==> config.mk <==
export PLATFORM = sky130hd
export DESIGN_NAME = cpu_step_ctrl
export DESIGN_NICKNAME = d
export VERILOG_FILES = /design/src/rtl/cpu_step_ctrl_pkg.sv /design/src/rtl/step_ctrl_counters.sv /design/src/rtl/cpu_step_ctrl.sv
export SDC_FILE = /design/constraint.sdc
export NUM_CORES = 1
export LEC_CHECK = 0
export BUFFER_PORTS_ARGS = -buffer_cell sky130_fd_sc_hd__buf_2
export CORE_UTILIZATION = 40
export CTS_CLUSTER_DIAMETER = 60
export DETAILED_ROUTE_END_ITERATION = 12
export PLACE_DENSITY = 0.7
export SYNTH_ARGS = -nofsm -noshare
export SYNTH_HDL_FRONTEND = slang
export SYNTH_SLANG_ARGS = --single-unit
==> constraint.sdc <==
create_clock -name Clock -period 3.68 [get_ports Clock]
set_input_delay 0.368 -clock Clock [delete_from_list [all_inputs] [get_ports Clock]]
set_output_delay 0.368 -clock Clock [all_outputs]
set_load 0.02 [all_outputs]
==> src/rtl/cpu_step_ctrl_pkg.sv <==
// Shared state type and mode encodings for the CPU single-step / run / burst controller.
package cpu_step_ctrl_pkg;

  localparam logic [1:0] MODE_HALT  = 2'd0;
  localparam logic [1:0] MODE_STEP  = 2'd1;
  localparam logic [1:0] MODE_RUN   = 2'd2;
  localparam logic [1:0] MODE_BURST = 2'd3;

  typedef enum logic [1:0] {
    S_HALT  = MODE_HALT,
    S_STEP  = MODE_STEP,
    S_RUN   = MODE_RUN,
    S_BURST = MODE_BURST
  } state_t;

endpackage

==> src/rtl/step_ctrl_counters.sv <==
// Retired-instruction counter (wrapping) and burst down-counter; 1-cycle update, no backpressure.
module step_ctrl_counters #(
  parameter int BURST_W = 8
) (
  input  logic               Clock,
  input  logic               Reset_n,
  input  logic               inc,
  input  logic               load,
  input  logic [BURST_W-1:0] load_val,
  input  logic               dec,
  input  logic               clr,
  output logic [31:0]        retired_cnt,
  output logic [BURST_W-1:0] burst_cnt
);

  always_ff @(posedge Clock or negedge Reset_n) begin
    if (!Reset_n) begin
      retired_cnt <= '0;
      burst_cnt   <= '0;
    end else begin
      if (inc) begin
        retired_cnt <= retired_cnt + 32'd1;
      end
      // An abort wins over a same-cycle load or decrement.
      if (clr) begin
        burst_cnt <= '0;
      end else if (load) begin
        burst_cnt <= load_val;
      end else if (dec) begin
        burst_cnt <= burst_cnt - BURST_W'(1);
      end
    end
  end

endmodule

==> src/rtl/cpu_step_ctrl.sv <==
// Debug execution controller: halt / single-step / free-run / burst with a PC breakpoint.
// Commands from HALT take effect on the next edge; cpu_en is registered.
module cpu_step_ctrl
  import cpu_step_ctrl_pkg::*;
#(
  parameter int BURST_W = 8,
  parameter int PC_W    = 32
) (
  input  logic               Clock,
  input  logic               Reset_n,
  input  logic               step_p,
  input  logic               run_p,
  input  logic               halt_p,
  input  logic               burst_p,
  input  logic [BURST_W-1:0] burst_len,
  input  logic               retire,
  input  logic [PC_W-1:0]    pc,
  input  logic               bp_en,
  input  logic [PC_W-1:0]    bp_addr,
  output logic               cpu_en,
  output logic [1:0]         mode,
  output logic               bp_hit,
  output logic [31:0]        retired_cnt
);

  state_t             state;
  state_t             state_nxt;
  logic [BURST_W-1:0] burst_cnt;
  logic               cnt_load;
  logic               cnt_dec;
  logic               cnt_clr;
  logic               bp_set;
  logic               bp_clr;
  logic               ret_vld;
  logic               bp_cond;

  // A retire only counts while the CPU is actually enabled.
  assign ret_vld = retire && cpu_en;
  // Stop before the instruction at bp_addr is requested, not after it retires.
  assign bp_cond = bp_en && (pc == bp_addr) && !retire;

  always_comb begin
    state_nxt = state;
    cnt_load  = 1'b0;
    cnt_dec   = 1'b0;
    cnt_clr   = 1'b0;
    bp_set    = 1'b0;
    bp_clr    = 1'b0;
    case (state)
      S_HALT: begin
        if (halt_p) begin
          state_nxt = S_HALT;
        end else if (run_p) begin
          state_nxt = S_RUN;
          bp_clr    = 1'b1;
        end else if (step_p) begin
          state_nxt = S_STEP;
          bp_clr    = 1'b1;
        end else if (burst_p && (burst_len != '0)) begin
          state_nxt = S_BURST;
          cnt_load  = 1'b1;
          bp_clr    = 1'b1;
        end
      end
      S_STEP: begin
        if (halt_p || ret_vld) begin
          state_nxt = S_HALT;
        end
      end
      S_RUN: begin
        bp_set = bp_cond;
        if (bp_cond || halt_p) begin
          state_nxt = S_HALT;
        end
      end
      S_BURST: begin
        bp_set = bp_cond;
        if (bp_cond || halt_p) begin
          state_nxt = S_HALT;
          cnt_clr   = 1'b1;
        end else if (ret_vld) begin
          cnt_dec = 1'b1;
          if (burst_cnt == BURST_W'(1)) begin
            state_nxt = S_HALT;
          end
        end
      end
      default: state_nxt = S_HALT;
    endcase
  end

  always_ff @(posedge Clock or negedge Reset_n) begin
    if (!Reset_n) begin
      state  <= S_HALT;
      cpu_en <= 1'b0;
      bp_hit <= 1'b0;
    end else begin
      state  <= state_nxt;
      cpu_en <= (state_nxt != S_HALT);
      if (bp_set) begin
        bp_hit <= 1'b1;
      end else if (bp_clr) begin
        bp_hit <= 1'b0;
      end
    end
  end

  assign mode = state;

  step_ctrl_counters #(
    .BURST_W (BURST_W)
  ) u_cnt (
    .Clock       (Clock),
    .Reset_n     (Reset_n),
    .inc         (ret_vld),
    .load        (cnt_load),
    .load_val    (burst_len),
    .dec         (cnt_dec),
    .clr         (cnt_clr),
    .retired_cnt (retired_cnt),
    .burst_cnt   (burst_cnt)
  );

endmodule

==> impl_metrics.json <==
{
  "wl_um": 5900,
  "core-area_um2": 6060,
  "syn2layout_area_growth_pct": 29.1,
  "synth-main-ff-cell": "dfrtp_1",
  "grt_setup_unrepaired": "no",
  "clockRootBuffer": "clkbuf_8",
  "fin_worst_skew_ns": 0.00478,
  "use_met1": 0.192,
  "overflow": 0,
  "dr.pass1.iters": 4,
  "chipHeight_um": 82.4,
  "slowest_delay_ns": 0.71,
  "synth_edf_count": 0,
  "path_cells": "buf_2 -> nand2b_1 -> a2111oi_0 -> nand4_1 -> o31ai_2 -> a21oi_1",
  "drt_iter0_markers": 63,
  "cts-resized-gates": 0,
  "synthCells": 256,
  "cp_top_family": "compound AO/OA/AOI/OAI gates",
  "start_kind": "primary input",
  "required_ns": 3.83,
  "power_uw": 1400,
  "worstSetupEndpointType": "flop",
  "fin_cells": 450,
  "status": "finished, final reports clean",
  "maxSlewHeadroom": 0.372,
  "synth.distinct_cells": 49,
  "hp-class": "in -> async",
  "worstPathMaxFanout": 11,
  "start_util": 0.426,
  "track_usage": 0.187,
  "slowest_stage": "o31ai_2",
  "cts.sinks": 44,
  "die_x_um": 82.4,
  "maxCapViolations": 0,
  "cts_setup_buffers": 0,
  "period_share": 0.513,
  "io_pins": 116,
  "grt_antenna_before_repair": 0,
  "grt_pass1_vias": 2311,
  "finalSetupTns_ns": 0,
  "nNetsFinal": 457,
  "holdBufCountCts": 0,
  "vias": 2332,
  "yosys_warnings": 0,
  "die-area_um2": 6780,
  "max_freq_mhz": 530,
  "place_hpwl_um": 4770,
  "use_met3": 0.0527,
  "drc": 0,
  "drive_gt1_frac": 0.363,
  "synth-seq-area-share": 0.426,
  "final_antenna_net_count": 0,
  "wire_per_inst_um": 13.1,
  "top_usage_layer": "met2",
  "rows": 28,
  "critPathKind": "in -> reg",
  "whs_ns": 0.208,
  "cts_tree": "done",
  "grtUsageMet2": 0.357,
  "crit_arrival_ns": 2.04,
  "final_area_um2": 3340,
  "numCtsBuffers": 5,
  "numPortBuffers": 115,
  "clock_latency_ns": 0.29,
  "cts_htree_levels": 2,
  "final_cell_mix": "buf_2 (115), dfrtp_1 (44), xor2_1 (33)",
  "antennaDiodeCount": 0,
  "syn-num-nets": 339,
  "ys_async_sr_fraction": 1.00,
  "grt_first_pass_wirelength_um": 9670,
  "ir_drop_mv": 0.208,
  "grt_start_max_net_pins": 45,
  "maxSlewViolCount": 0,
  "place_congestion": 0.822,
  "via_per_inst": 5.18,
  "hold_violations": 0,
  "syn_area_per_cell_um2": 10.1,
  "power.density_nw_per_um2": 420,
  "layout_min_cycle_time_ns": 1.89,
  "placed_cell_area_um2": 3230,
  "finalSetupViolations": 0,
  "cts.clk_slew.worst_paths_ns": 0.08,
  "worst_pin_slew_ns": 0.942,
  "path_buf_inv": 1,
  "clockBufferDepth": 2,
  "ys_ff_latch": 44,
  "syn_area_um2": 2580,
  "dp.cells": 442,
  "power_leakage_uw": 0.00171,
  "layout_commonest_cell": "buf_2"
}
-- metal layers --
layer,vias to the layer above,share of wire
met5,-,0
met4,0,0.011
met3,8,0.066
met2,82,0.53
met1,1090,0.40
li1,1152,-
-- cell usage after synthesis (all sizes together), types with 3 or more instances --
cell type	instances	area share
inv	8	0.012
xor2	33	0.11
and3	5	0.012
and4	6	0.020
nor3	7	0.015
ha	3	0.015
a21oi	11	0.021
nor2b	3	0.0073
nor4	9	0.030
a221oi	3	0.010
o21ai	5	0.011
nand4	12	0.034
xnor2	29	0.098
nand3	12	0.025
nor2	13	0.019
nand2	23	0.033
and2	4	0.010
clkbuf	3	0.0082
dfrtp	44	0.43
-- logic make-up (layout without fill, tap and decap cells) --
group	count (synthesis)	after routing	share of synthesized area
AND/OR/NAND/NOR	100	100	0.229
flip-flops	44	44	0.426
multiplexers	2	2	0.00775
buffers and inverters	12	131	0.0213
AO/OA/AOI/OAI	33	33	0.0915
adder cells (fa/ha/maj)	3	3	0.0145
XOR/XNOR	62	62	0.210
-- power by group --
| part | switching, µW | total (µW) | leakage, µW | internal [µW] |
|---|---|---|---|---|
| clock | 158 | 360 | 0.0000552 | 201 |
| combinational | 202 | 389 | 0.00106 | 186 |
| sequential | 96.0 | 651 | 0.000594 | 555 |
| total | 456 | 1400 | 0.00171 | 943 |
-- state kept, by name (all words and copies together) (netlist names) --
signal	cells
mode	2
cpu_en	1
u_cnt.retired_cnt	32
bp_hit	1
u_cnt.burst_cnt	8
-- layout make-up --
class,count,area [µm²]
clock inverter,2,35.0
inverter,8,30.0
timing repair buffer,115,576
fill,559,2730
tap,75,93.8
multi-input combinational,200,1430
sequential,44,1100
clock buffer,6,72.6
-- worst paths after layout --
path	startpoint	to	slack, ns	cells past startpoint
max	retire	u_cnt.burst_cnt[6]$_DFFE_PN0P_	1.79	6
min in group Clock	halt_p	mode[0]$_DFF_PN0_	0.38	3
min	Reset_n	u_cnt.retired_cnt[20]$_DFFE_PN0P_	0.21	1
max in group asynchronous	Reset_n	u_cnt.burst_cnt[1]$_DFFE_PN0P_	2.88	1
min reg2reg	u_cnt.retired_cnt[31]$_DFFE_PN0P_	u_cnt.retired_cnt[31]$_DFFE_PN0P_	0.47	1
max reg2reg	u_cnt.burst_cnt[3]$_DFFE_PN0P_	mode[1]$_DFF_PN0_	1.80	4
-- stage by stage --
| step | util | worst slack (ns) |
|---|---|---|
| 2_1_floorplan | - | 1.91 |
| 3_3_place_gp | 0.533 | 1.48 |
| 3_5_place_dp | 0.533 | 1.47 |
| 4_1_cts | 0.550 | 1.78 |
| 5_1_grt | 0.550 | 1.58 |
| 6_report | 0.550 | 1.79 |
Power figures use the tool's default switching activity.
